File: src/rtl/cnn_pkg.sv
// Shared definitions for the CNN post-processing blocks: the reassembler
// state encoding and the kernel border width derived from the window size.
package cnn_pkg;

  // Reassembler control states: waiting for a frame to begin, or streaming it out.
  typedef enum logic [0:0] {
    IDLE   = 1'b0,
    STREAM = 1'b1
  } state_t;

  // Border width lost on each side by a square kernel of the given size.
  // A 3x3 kernel trims one pixel, a 5x5 kernel trims two, and so on.
  function automatic int border_width(input int buffer_size);
    return (buffer_size - 1) / 2;
  endfunction

endpackage

File: src/rtl/raster_counter.sv
// Row/column position counter walking a frame in raster order.
// Outputs the current position plus flags for the first pixel, the last
// pixel of a row and the last pixel of the frame, so the parent can
// decorate an output pixel in the same cycle it loads it.
module raster_counter #(
  parameter int ROW_SIZE = 540,
  parameter int NUM_ROWS = 540,
  parameter int COL_W    = $clog2(ROW_SIZE),
  parameter int ROW_W    = $clog2(NUM_ROWS)
) (
  input  logic             clk,
  input  logic             rst,
  input  logic             advance,
  output logic [COL_W-1:0] col,
  output logic [ROW_W-1:0] row,
  output logic             start_of_frame,
  output logic             end_of_row,
  output logic             end_of_frame
);

  localparam logic [COL_W-1:0] COL_LAST = COL_W'(ROW_SIZE - 1);
  localparam logic [ROW_W-1:0] ROW_LAST = ROW_W'(NUM_ROWS - 1);

  assign start_of_frame = (row == '0) && (col == '0);
  assign end_of_row     = (col == COL_LAST);
  assign end_of_frame   = end_of_row && (row == ROW_LAST);

  // Step one position per advance; the column wraps into the next row and
  // the last row wraps back to the top of the frame.
  always_ff @(posedge clk) begin
    if (rst) begin
      col <= '0;
      row <= '0;
    end else if (advance) begin
      if (end_of_row) begin
        col <= '0;
        if (end_of_frame) begin
          row <= '0;
        end else begin
          row <= row + ROW_W'(1);
        end
      end else begin
        col <= col + COL_W'(1);
      end
    end
  end

endmodule

File: src/rtl/frame_reassembler.sv
// Frame reassembler: takes the interior pixels produced by a BUFFER_SIZE x
// BUFFER_SIZE kernel and rebuilds the full ROW_SIZE x NUM_ROWS frame,
// filling the border ring with PAD_VALUE. Output is a single register
// stage with valid/ready handshaking and start/end-of-row/end-of-frame marks.
module frame_reassembler
  import cnn_pkg::*;
#(
  parameter int                   WORD_SIZE   = 8,
  parameter int                   BUFFER_SIZE = 3,
  parameter int                   ROW_SIZE    = 540,
  parameter int                   NUM_ROWS    = 540,
  parameter logic [WORD_SIZE-1:0] PAD_VALUE   = '0
) (
  input  logic                 clk,
  input  logic                 rst,
  input  logic [WORD_SIZE-1:0] in_pixel,
  input  logic                 in_valid,
  output logic                 in_ready,
  output logic [WORD_SIZE-1:0] out_pixel,
  output logic                 out_valid,
  input  logic                 out_ready,
  output logic                 out_sof,
  output logic                 out_eol,
  output logic                 out_eof,
  output logic                 frame_done
);

  localparam int B     = border_width(BUFFER_SIZE);
  localparam int COL_W = $clog2(ROW_SIZE);
  localparam int ROW_W = $clog2(NUM_ROWS);

  // Interior window bounds: first index inside, and first index past it.
  localparam logic [COL_W-1:0] COL_FIRST = COL_W'(B);
  localparam logic [COL_W-1:0] COL_LIMIT = COL_W'(ROW_SIZE - B);
  localparam logic [ROW_W-1:0] ROW_FIRST = ROW_W'(B);
  localparam logic [ROW_W-1:0] ROW_LIMIT = ROW_W'(NUM_ROWS - B);

  state_t           state;
  logic [COL_W-1:0] col;
  logic [ROW_W-1:0] row;
  logic             start_of_frame;
  logic             end_of_row;
  logic             end_of_frame;
  logic             interior;
  logic             slot_open;
  logic             load;

  // Position counter names the next pixel to be loaded into the output register.
  raster_counter #(
    .ROW_SIZE(ROW_SIZE),
    .NUM_ROWS(NUM_ROWS),
    .COL_W   (COL_W),
    .ROW_W   (ROW_W)
  ) u_raster_counter (
    .clk           (clk),
    .rst           (rst),
    .advance       (load),
    .col           (col),
    .row           (row),
    .start_of_frame(start_of_frame),
    .end_of_row    (end_of_row),
    .end_of_frame  (end_of_frame)
  );

  // A position is interior when it lies inside the border ring on both axes.
  assign interior = (row >= ROW_FIRST) && (row < ROW_LIMIT) &&
                    (col >= COL_FIRST) && (col < COL_LIMIT);

  // The output register can take a new pixel when it is empty or being drained.
  assign slot_open = (state == STREAM) && (!out_valid || out_ready);

  // Only interior positions consume input; in_valid is deliberately not used here.
  assign in_ready = slot_open && interior;

  // Border positions load unconditionally, interior ones only with a real input transfer.
  assign load = slot_open && (!interior || in_valid);

  // Completion pulse coincides with the downstream accepting the last pixel.
  assign frame_done = out_valid && out_ready && out_eof;

  // Control FSM and output register: loads a padded or forwarded pixel with its
  // position marks, holds it while the downstream stalls, and returns to IDLE
  // once the final pixel of the frame has been loaded.
  always_ff @(posedge clk) begin
    if (rst) begin
      state     <= IDLE;
      out_valid <= 1'b0;
      out_pixel <= '0;
      out_sof   <= 1'b0;
      out_eol   <= 1'b0;
      out_eof   <= 1'b0;
    end else begin
      case (state)
        IDLE: begin
          if (out_ready) begin
            out_valid <= 1'b0;
          end
          if (in_valid) begin
            state <= STREAM;
          end
        end
        STREAM: begin
          if (load) begin
            out_valid <= 1'b1;
            out_pixel <= interior ? in_pixel : PAD_VALUE;
            out_sof   <= start_of_frame;
            out_eol   <= end_of_row;
            out_eof   <= end_of_frame;
            if (end_of_frame) begin
              state <= IDLE;
            end
          end else if (out_ready) begin
            out_valid <= 1'b0;
          end
        end
        default: begin
          state <= IDLE;
        end
      endcase
    end
  end

endmodule

File: config.mk
export PLATFORM = sky130hd
export DESIGN_NAME = frame_reassembler
export DESIGN_NICKNAME = d
export VERILOG_FILES = /design/src/rtl/cnn_pkg.sv /design/src/rtl/raster_counter.sv /design/src/rtl/frame_reassembler.sv
export SDC_FILE = /design/constraint.sdc
export NUM_CORES = 1
export LEC_CHECK = 0
export ABC_CLOCK_PERIOD_IN_PS = 2400
export BUFFER_PORTS_ARGS = -buffer_cell sky130_fd_sc_hd__buf_4
export CORE_MARGIN = 1.5
export CORE_UTILIZATION = 56
export DETAILED_ROUTE_END_ITERATION = 7
export MAX_ROUTING_LAYER = met4
export PLACE_DENSITY = 0.78
export SYNTH_ARGS = -nofsm -noshare
export SYNTH_HDL_FRONTEND = slang
export SYNTH_SLANG_ARGS = --single-unit
export TNS_END_PERCENT = 30
File: constraint.sdc
create_clock -name clk -period 2.4 [get_ports clk]
set_input_delay 0.12 -clock clk [delete_from_list [all_inputs] [get_ports clk]]
set_output_delay 0.12 -clock clk [all_outputs]
set_load 0.005 [all_outputs]
* After elaboration in Yosys (flattened, before gate mapping)
Cells that the tools add are included.
Storage, ports and cells: input port bits 12, bits in latches 0, bits in writable memories 0, bits in registers 33, memories 0, output and inout bits 14, memory bits (read-only) 0
Cells by class: order comparisons 4, eq/ne operators 2, divide/modulo/power cells 0, multipliers 0, reduce and logical (&&, ||, !) cells 18, bitwise logic cells 1, multiplexer cells 10, shift operators 0, add/subtract/negate cells 2
Operators with widths (count):
- adder 10 x 1 -> 10 bit (second input constant) | 2
- equality test 10 bit (second input constant) | 2
- greater-or-equal comparator 10 x 1 -> 1 bit (second input constant) | 2
- zero test 10 bit | 2
- < comparator 10 bit (second input constant) | 2
- two-way mux 10 bit | 2
- logical AND 1 bit | 10
- two-way mux 8 bit | 1
- two-way mux 1 bit | 5
- case mux 1 bit (2 select lines) | 2
- AND reduction 2 bit | 2
- zero test 1 bit | 2
- logical OR 1 bit | 2
- NOT 1 bit | 1

* Longest topological paths before layout
Gate-level depths: netlist (run 1).
word-level depth 9, mapped depth 8, mapped depth without buffers 6

* Cells and area by module
Synthesis (run 1) repeated with hierarchy kept, for this count alone.
Second synthesis, totals: cells, all modules 233, area total of the unflattened synthesis 1824.2 sq um
Modules (own cells, without submodules):
- raster_counter | times used 1, area each 1019.7 sq um, cells each 121
- frame_reassembler | times used 1, area each 804.5 sq um, cells each 112

* Worst setup path after synthesis (run 1)
No wires, ideal clock.
path type reg-to-reg, start register u_raster_counter.row[8], end register out_sof, data required time 2.279 ns, path slack 0.401 ns, path buffers 1, library setup time 0.121 ns, data arrival time 1.878 ns, cell stages (with the launch flop) 7, cell sequence dfxtp_1 -> or4_4 -> nand4bb_1 -> and4_1 -> buf_6 -> a21oi_2 -> mux2_2
Between the ends: longest elaborated chain between the ends 8, elaborated cells between the ends (all ways) 11, those cells by class order compare (2); reduce/logical (9)
Ends and longest elaborated chain:
- from (decl) | RTL line raster_counter.sv:15 | output logic [ROW_W-1:0] row,
- from (signal assigned) | RTL line raster_counter.sv:40 | row <= row + ROW_W'(1);
- greater-or-equal comparator 10 x 1 -> 1 bit or < comparator 10 bit (tied branches) | RTL line frame_reassembler.sv:66 | assign interior = (row >= ROW_FIRST) && (row < ROW_LIMIT) &&
- logical AND 1 bit (2 in a row) | RTL line frame_reassembler.sv:66
- logical AND 1 bit | RTL line frame_reassembler.sv:67 | (col >= COL_FIRST) && (col < COL_LIMIT);
- zero test 1 bit | RTL line frame_reassembler.sv:76 | assign load = slot_open && (!interior || in_valid);
- logical OR 1 bit | RTL line frame_reassembler.sv:76
- logical AND 1 bit | RTL line frame_reassembler.sv:76
- AND reduction 2 bit (no line)
- to (signal assigned) | RTL line frame_reassembler.sv:106 | out_sof <= start_of_frame;
- to (decl) | RTL line frame_reassembler.sv:22 | output logic out_sof,
Several ways; a longest one is shown, not always the timed one. A chain may end at the register's enable or synchronous reset.

* Final worst setup path (run 1)
start register u_raster_counter.row[8], end register out_pixel[1]
Between the ends: longest elaborated chain between the ends 8, elaborated cells between the ends (all ways) 10, those cells by class order compare (2); mux (1); reduce/logical (7)
Ends and longest elaborated chain:
- greater-or-equal comparator 10 x 1 -> 1 bit or < comparator 10 bit (tied branches) | RTL line frame_reassembler.sv:66
- logical AND 1 bit (*) (2 in a row) | RTL line frame_reassembler.sv:66
- logical AND 1 bit (*) | RTL line frame_reassembler.sv:67
- zero test 1 bit | RTL line frame_reassembler.sv:76
- logical OR 1 bit | RTL line frame_reassembler.sv:76
- logical AND 1 bit | RTL line frame_reassembler.sv:76
- AND reduction 2 bit (no line)
- to (signal assigned) | RTL line frame_reassembler.sv:105 | out_pixel <= interior ? in_pixel : PAD_VALUE;
- to (decl) | RTL line frame_reassembler.sv:19 | output logic [WORD_SIZE-1:0] out_pixel,
Mark *: on every way between the ends. The rest lies on a longest branch, timed or not.

==> flow_metrics.env, run 1 <==
export IMPL_outcome="complete, no violations"
export IMPL_ys_warn_count=0
export IMPL_syn_area_um2=1830
export IMPL_ios=26
export IMPL_leakage_nw=0.815
export IMPL_area_growth_syn_to_layout_pct=20.1
export IMPL_chipWidth_um=60.1
export IMPL_mostFrequentLayoutCell="dfxtp_1"
export IMPL_rows=20
export IMPL_synthArstFlopShare_pct=0
export IMPL_ys_top_cells_by_area="dfxtp_1 (36%), nand2b_1 (6.2%), ha_1 (5.5%)"
export IMPL_hold_viol_final=0
export IMPL_port_buffers=25
export IMPL_synthDominantCellAreaShare_pct=36.2
export IMPL_drc=0
export IMPL_worst_slew_pin_slew_ns=0.531
export IMPL_post_synth_num_cell_types=43
export IMPL_grt_pass1_wl_mm=6.65
export IMPL_syn_inst=203
export IMPL_grt_usage_pct=25.0
export IMPL_ys_flop_type="dfxtp_1"
export IMPL_rrSetupSlack_ns=0.15
export IMPL_clockRootBuffer="clkbuf_4"
export IMPL_cts_tree="done"
export IMPL_hold_class="in2reg"
export IMPL_drt_iter0_drc=86
export IMPL_gr_total_overflow=0
export IMPL_wl_mm=3.96
export IMPL_ir_worst_vdd_mv=0.360
export IMPL_path_cells="or4_4 > o21ai_0 > and4_1 > a21oi_2 > buf_4 > o2bb2ai_1"
export IMPL_cts_buffer_depth=2
export IMPL_antenna_found_initial=0
export IMPL_dpl_hpwl_mm=2.78
export IMPL_synth_edff_count=0
export IMPL_core_area_um2=3080
export IMPL_cp_arrival_ns=2.51
export IMPL_yosysTopAreaCell="dfxtp_1"
export IMPL_ys_seq_area_share_pct=36.2
export IMPL_antenna_left=0
export IMPL_cts_sinks=33
export IMPL_worst_path_max_delay_cell="or4_4"
export IMPL_cap_violations=0
export IMPL_multi_input_area_um2=1080
export IMPL_avgSynthCellArea_um2=9.00
export IMPL_finalSetupTns_ns=0
export IMPL_rsz0062_at_grt="false"
export IMPL_via_per_inst=5.72
export IMPL_wl_per_cell_um=13.9
export IMPL_ff_latch_area_um2=661
export IMPL_cp_end_kind="flop"
export IMPL_routabilityCongestion=0.866
export IMPL_start_util_pct=59.3
export IMPL_max_stage_delay_ns=0.55
export IMPL_cp_start_kind="flop"
export IMPL_setup_violations_final=0
export IMPL_period_share_pct=93.8
export IMPL_drive_above_1_share_pct=20.0
export IMPL_grt_pass1_vias=1551
export IMPL_period_needed_ns=2.25
export IMPL_slew_violations=0
export IMPL_fmax_mhz=444
export IMPL_path_class="reg2reg"
export IMPL_drt_pass1_iter_count=4
export IMPL_clk_pin_slew_worst_paths_ns=0.10
export IMPL_power_density_nw_per_um2=434
export IMPL_nNetsFinal=259
export IMPL_critPathRequiredTime_ns=2.66
export IMPL_cts_max_level=2
export IMPL_dieHeight_um=60.1
export IMPL_die_area_um2=3610
export IMPL_final_cell_mix="dfxtp_1 (33), buf_4 (31), nand2_1 (20), nand2b_1 (18), nor2_1 (11)"
export IMPL_hold_ws_ns=0.0431
export IMPL_synth_seq_cells=33
export IMPL_cts_buffers=5
export IMPL_vias=1625
export IMPL_fin_worst_skew_ns=0.00968
export IMPL_antennaDiodeCount=0
export IMPL_relSlewSlack_pct=64.3
export IMPL_syn_num_nets=223
export IMPL_fillers=233
export IMPL_cp_max_fo=12
export IMPL_clock_latency_ns=0.34
export IMPL_grt_max_degree=19
-- where the power goes --
part / switching (mW) / internal (mW) / total (mW) / leakage, nW
Combinational: 0.0502 / 0.0460 / 0.0961 / 0.516
Clock: 0.183 / 0.111 / 0.295 / 0.0320
Sequential: 0.00723 / 0.554 / 0.561 / 0.267
-- cells by family after synthesis --
kind of cell	after synthesis	share of synthesized area, %
muxes	9	5.00
AOI/OAI and AO/OA	38	16.7
and+or+nand+nor	89	28.8
adders and majority gates	8	5.48
buffers and inverters	20	4.93
xor gates and xnor gates	6	2.88
DFF	33	36.2
-- registers in the layout (all words and copies together), names as in the netlist --
signal	cells
u_raster_counter.row	10
out_eol	1
out_eof	1
u_raster_counter.col	10
state	1
out_pixel	8
out_sof	1
out_valid	1
-- per-stage QoR --
stage | power [mW] | instance area (um^2) | util (%) | std cells | setup WS (ns)
6_report | 0.952 | 2190 | 71.3 | 284 | 0.149
5_1_grt | 0.992 | 2190 | 71.3 | 284 | 0.0622
4_1_cts | 0.959 | 2190 | 71.3 | 284 | 0.149
3_5_place_dp | 0.658 | 2060 | 67.0 | 268 | 0.163
3_3_place_gp | 0.655 | 2060 | 67.0 | 268 | 0.273
2_1_floorplan | 0.625 | 1830 | - | 203 | 0.401
-- timing repair --
item                                   in CTS  in global routing
hold buffers                                8                  0
buffers inserted                            0                  0
gates resized for setup                     0                  0
endpoints found under the hold margin       8                  0
-- cells in the mapped netlist, drive strengths merged, types with 6 or more instances --
cell type	number
buf	6
nand2	20
o2bb2ai	8
o21ai	7
inv	9
ha	8
nor4	7
xnor2	6
a21oi	9
nand3	7
nand2b	18
mux2i	8
dfxtp	33
nand4	7
nor2	11
-- layer usage --
layer / up-vias / wire [um] / track usage (%)
met5: - / 0 / -
met4: 0 / 68 / 11.1
met3: 7 / 158 / 6.71
met2: 37 / 1940 / 41.3
met1: 779 / 1790 / 28.2
li1: 802 / - / -
-- final timing paths --
check,from,end,cells after the start
setup / recovery,u_raster_counter.row[8]$_SDFFE_PP0P_,out_pixel[1]$_SDFFE_PP0P_,6
hold / removal,in_valid,state$_SDFF_PP0_,3
setup reg to reg,u_raster_counter.row[8]$_SDFFE_PP0P_,out_pixel[1]$_SDFFE_PP0P_,6
hold reg to reg,out_pixel[3]$_SDFFE_PP0P_,out_pixel[3]$_SDFFE_PP0P_,2
-- worst max-delay path: cells and delay by family (launching register included) --
family | cells | cell delay (ns)
compound gates | 3 | 0.54
buf+inv | 1 | 0.20
flops | 1 | 0.34
simple gates | 2 | 1.09
-- final cells by class --
class	count	share of cell area, %
repair buffers	39	14.3
clock inverters	2	0.456
well taps	44	2.51
inverters	10	1.71
multi-input cells	150	49.1
clock buffers	6	1.88
flip-flops and latches	33	30.1
No activity file was read; power rests on OpenSTA's default activity.
==> run 2, diff against run 1 <==
--- a/config.mk
+++ b/config.mk
@@ -10,7 +10,6 @@
 export CORE_MARGIN = 1.5
 export CORE_UTILIZATION = 56
 export DETAILED_ROUTE_END_ITERATION = 7
-export MAX_ROUTING_LAYER = met4
 export PLACE_DENSITY = 0.78
 export SYNTH_ARGS = -nofsm -noshare
 export SYNTH_HDL_FRONTEND = slang
==> flow_metrics.env, run 2 (synthesized netlist as in run 1, its figures left out) <==
export IMPL_dpl_hpwl_mm=2.78
export IMPL_finalSetupTns_ns=0
export IMPL_cts_buffers=5
export IMPL_start_util_pct=59.3
export IMPL_ios=26
export IMPL_antenna_found_initial=0
export IMPL_drc=0
export IMPL_period_needed_ns=2.24
export IMPL_cts_sinks=33
export IMPL_die_area_um2=3610
export IMPL_drt_pass1_iter_count=4
export IMPL_final_cell_mix="dfxtp_1 (33), buf_4 (31), nand2_1 (20), nand2b_1 (18), nor2_1 (11)"
export IMPL_cts_tree="done"
export IMPL_drive_above_1_share_pct=20.0
export IMPL_dp_cells=268
export IMPL_worst_slew_pin_slew_ns=0.532
export IMPL_drt_iter0_drc=83
export IMPL_cp_end_kind="flop"
export IMPL_r2r_start="u_raster_counter.row[8]$_SDFFE_PP0P_"
export IMPL_clock_latency_ns=0.33
export IMPL_wl_mm=3.93
export IMPL_cts_buffer_depth=2
export IMPL_leakage_nw=0.815
export IMPL_critPathLaunch="u_raster_counter.row[8]$_SDFFE_PP0P_"
export IMPL_cts_resized=0
export IMPL_via_per_inst=5.72
export IMPL_grt_pass1_vias=1547
export IMPL_slew_violations=0
export IMPL_cts_max_level=2
export IMPL_reg_top3="u_raster_counter.col (10), u_raster_counter.row (10), out_pixel (8)"
export IMPL_chipWidth_um=60.1
export IMPL_post_cts_buffers=0
export IMPL_hold_buffers=8
export IMPL_period_share_pct=93.4
export IMPL_relSlewSlack_pct=64.3
export IMPL_routabilityCongestion=0.852
export IMPL_fmax_mhz=446
export IMPL_hold_viol_final=0
export IMPL_critPathCapture="u_raster_counter.col[1]$_SDFFE_PP0P_"
export IMPL_grt_max_degree=19
export IMPL_power_density_nw_per_um2=433
export IMPL_ff2ff_path_depth=6
export IMPL_gr_total_overflow=0
export IMPL_rsz0062_at_grt="false"
export IMPL_ir_worst_vdd_mv=0.360
export IMPL_cp_max_fo=12
export IMPL_hold_class="in2reg"
export IMPL_core_area_um2=3080
export IMPL_grt_pass1_wl_mm=6.66
export IMPL_area_growth_syn_to_layout_pct=20.1
export IMPL_antenna_left=0
export IMPL_p_total_mw=0.949
export IMPL_fin_worst_skew_ns=0.00734
export IMPL_r2r_end="u_raster_counter.col[1]$_SDFFE_PP0P_"
export IMPL_rrSetupSlack_ns=0.16
export IMPL_cp_arrival_ns=2.47
export IMPL_rows=20
export IMPL_dieHeight_um=60.1
export IMPL_outcome="complete, no violations"
export IMPL_port_buffers=25
export IMPL_cap_violations=0
export IMPL_wl_per_cell_um=13.8
export IMPL_min_delay_start="in_valid"
export IMPL_mostFrequentLayoutCell="dfxtp_1"
export IMPL_grt_usage_pct=24.3
export IMPL_antennaDiodeCount=0
export IMPL_vias=1624
export IMPL_nNetsFinal=259
export IMPL_path_class="reg2reg"
export IMPL_critPathRequiredTime_ns=2.62
export IMPL_layoutNonFillerInstCount=284
export IMPL_clockRootBuffer="clkbuf_4"
export IMPL_setup_violations_final=0
export IMPL_cp_start_kind="flop"
export IMPL_clk_pin_slew_worst_paths_ns=0.10
==> run 2: cell counts in the layout (fill, tap and decap cells not counted) <==
No cell type changed its count.
==> run 2: power breakdown <==
part           total [mW]  internal, mW  switching [mW]
clock network       0.292         0.111           0.180
logic              0.0960        0.0460          0.0500
registers           0.561         0.554         0.00726
==> run 2: worst max-delay path: stages (launching register included) <==
cell and delay, ns:
dfxtp_1 0.34, or4_4 0.55, o21ai_0 0.25, and4_1 0.54, a21oi_2 0.14, buf_4 0.20, mux2i_1 0.12
==> run 2: layout make-up <==
class	instances	area [um^2]
Tap cell	44	55.1
Inverter	10	37.5
Multi-Input combinational cell	150	1080
Sequential cell	33	661
Clock buffer	6	41.3
Fill cell	233	885
Clock inverter	2	10.0
Timing Repair Buffer	39	313
==> run 2: how the worst min path moves through the flow <==
| stage | cells after the start | to | slack (ns) |
|---|---|---|---|
| 2_1_floorplan | 2 | state$_SDFF_PP0_ | 0.24 |
| 3_3_place_gp | 2 | out_pixel[1]$_SDFFE_PP0P_ | 0.32 |
| 3_5_place_dp | 2 | out_pixel[2]$_SDFFE_PP0P_ | 0.33 |
| 4_1_cts | 3 | state$_SDFF_PP0_ | 0.03 |
| 5_1_grt | 3 | state$_SDFF_PP0_ | 0.04 |
| 6_report | 3 | state$_SDFF_PP0_ | 0.05 |
==> run 2: layer usage <==
layer	track usage, %	up-vias	wire length (um)
met5	0	-	0
met3	6.93	10	155
met2	41.1	31	1930
met1	28.2	780	1770
met4	11.1	0	75
li1	-	803	-
==> run 2: stage by stage <==
stage	util [%]	cell area, um^2	worst slack (ns)	hold WS, ns
after global placement	67.0	2060	0.273	0.322
after floorplan	-	1830	0.401	0.236
after detailed placement	67.0	2060	0.163	0.329
after global routing	71.3	2190	0.0606	0.0443
final	71.3	2190	0.157	0.0470
after CTS	71.3	2190	0.149	0.0337
==> run 3, diff against run 2 <==
--- a/config.mk
+++ b/config.mk
@@ -6,10 +6,10 @@
 export NUM_CORES = 1
 export LEC_CHECK = 0
 export ABC_CLOCK_PERIOD_IN_PS = 2400
-export BUFFER_PORTS_ARGS = -buffer_cell sky130_fd_sc_hd__buf_4
 export CORE_MARGIN = 1.5
-export CORE_UTILIZATION = 56
+export CORE_UTILIZATION = 62
 export DETAILED_ROUTE_END_ITERATION = 7
+export DONT_BUFFER_PORTS = 1
 export PLACE_DENSITY = 0.78
 export SYNTH_ARGS = -nofsm -noshare
 export SYNTH_HDL_FRONTEND = slang
==> constraint.sdc (replaced) <==
create_clock -name clk -period 2.4 [get_ports clk]
set_input_delay 0.36 -clock clk [delete_from_list [all_inputs] [get_ports clk]]
set_output_delay 0.36 -clock clk [all_outputs]
set_load 0.005 [all_outputs]
==> flow_metrics.env, run 3 (synthesized netlist as in run 1, its figures left out) <==
export IMPL_ff_latch_area_um2=661
export IMPL_relSlewSlack_pct=65.1
export IMPL_critPathRequiredTime_ns=2.04
export IMPL_worst_path_max_delay_cell="or4_4"
export IMPL_routabilityCongestion=0.820
export IMPL_fmax_mhz=445
export IMPL_cp_max_fo=4
export IMPL_cp_end_kind="output pin"
export IMPL_clock_latency_ns=0.35
export IMPL_antennaDiodeCount=0
export IMPL_outcome="complete, no violations"
export IMPL_cts_sinks=33
export IMPL_cts_resized=0
export IMPL_layoutNonFillerInstCount=238
export IMPL_antenna_left=0
export IMPL_cts_buffers=5
export IMPL_path_class="reg2out"
export IMPL_grt_pass1_wl_mm=6.54
export IMPL_reg_top3="u_raster_counter.col (10), u_raster_counter.row (10), out_pixel (8)"
export IMPL_area_growth_syn_to_layout_pct=6.30
export IMPL_port_buffers=0
export IMPL_dp_cells=229
export IMPL_start_util_pct=65.7
export IMPL_gr_total_overflow=0
export IMPL_drc=0
export IMPL_clk_pin_slew_worst_paths_ns=0.12
export IMPL_worst_slew_pin_slew_ns=0.520
export IMPL_wl_per_cell_um=16.1
export IMPL_clockRootBuffer="clkbuf_4"
export IMPL_cts_buffer_depth=2
export IMPL_hold_class="in2reg"
export IMPL_dpl_hpwl_mm=2.71
export IMPL_hold_buffers=0
export IMPL_hold_viol_final=0
export IMPL_vias=1486
export IMPL_grt_pass1_vias=1414
export IMPL_cts_max_level=2
export IMPL_slew_violations=0
export IMPL_path_cells="or4_4 > o21ai_0 > nand4_1 > nor2_1"
export IMPL_drt_iter0_drc=95
export IMPL_nNetsFinal=226
export IMPL_wl_mm=3.83
export IMPL_setup_violations_final=0
export IMPL_cts_tree="done"
export IMPL_fillers=232
export IMPL_leakage_nw=0.662
export IMPL_drive_above_1_share_pct=11.6
export IMPL_power_density_nw_per_um2=542
export IMPL_ir_worst_vdd_mv=0.534
export IMPL_dieHeight_um=57.3
export IMPL_via_per_inst=6.24
export IMPL_cp_start_kind="flop"
export IMPL_finalSetupTns_ns=0
export IMPL_grt_max_degree=19
export IMPL_core_area_um2=2780
export IMPL_cap_violations=0
export IMPL_max_stage_delay_ns=0.55
export IMPL_rsz0062_at_grt="false"
export IMPL_chipWidth_um=57.3
export IMPL_p_total_mw=1.05
export IMPL_post_route_util_pct=69.8
export IMPL_ios=26
export IMPL_cp_arrival_ns=1.89
export IMPL_final_cell_mix="dfxtp_1 (33), nand2_1 (20), nand2b_1 (18), nor2_1 (11), inv_1 (9)"
export IMPL_period_needed_ns=2.25
export IMPL_multi_input_area_um2=1080
export IMPL_antenna_found_initial=0
export IMPL_mostFrequentLayoutCell="dfxtp_1"
export IMPL_drt_pass1_iter_count=4
export IMPL_rows=19
export IMPL_die_area_um2=3280
export IMPL_period_share_pct=93.6
export IMPL_grt_usage_pct=26.1
export IMPL_fin_worst_skew_ns=0.0123
[run 3: area by class of cell]
| class | count | area share [%] |
|---|---|---|
| well taps | 31 | 2.00 |
| clock buffers | 5 | 1.93 |
| multi-input cells | 150 | 55.4 |
| clock inverters | 3 | 2.38 |
| flip-flops and latches | 33 | 34.0 |
| inverters | 10 | 1.93 |
| repair buffers | 6 | 2.32 |
[run 3: per-layer routing]
layer | vias up | share of wire (%) | GRT usage (%)
met2 | 46 | 48 | 42.2
met3 | 10 | 6.0 | 6.80
met1 | 693 | 43 | 32.5
met5 | - | 0 | 0
li1 | 737 | - | -
met4 | 0 | 2.5 | 12.0
[run 3: worst max-delay path, delay by kind of cell (launching register included)]
| kind | cells | cell delay [ns] |
|---|---|---|
| simple gates | 3 | 0.93 |
| flops | 1 | 0.35 |
| compound gates | 1 | 0.27 |
[run 3: report_power, final]
group	internal (mW)	total (mW)	switching (mW)	leakage (nW)
clock	0.220	0.428	0.207	0.0414
sequential	0.554	0.563	0.00886	0.267
combinational	0.0228	0.0622	0.0393	0.354
total	0.797	1.05	0.256	0.662
[run 3: final timing paths]
kind	end	from	cells after the start	slack (ns)
setup / recovery	in_ready	u_raster_counter.row[8]$_SDFFE_PP0P_	4	0.15
hold / removal	out_valid$_SDFF_PP0_	rst	1	0.06
setup reg to reg	out_pixel[7]$_SDFFE_PP0P_	u_raster_counter.row[8]$_SDFFE_PP0P_	6	0.20
hold reg to reg	out_pixel[2]$_SDFFE_PP0P_	out_pixel[2]$_SDFFE_PP0P_	2	0.51
[run 3: through the flow]
stage | hold WS, ns | worst slack, ns | instance area [um^2]
floorplan | 0.459 | 0.401 | 1830
global placement | 0.435 | 0.310 | 1850
detailed placement | 0.436 | 0.266 | 1850
CTS | 0.0497 | 0.165 | 1940
global route | 0.0532 | 0.0852 | 1940
finish | 0.0612 | 0.155 | 1940
[run 3: timing repair]
item	CTS	global route
hold endpoints to repair	0	0
setup buffers	1	0
setup endpoints to repair	1	0
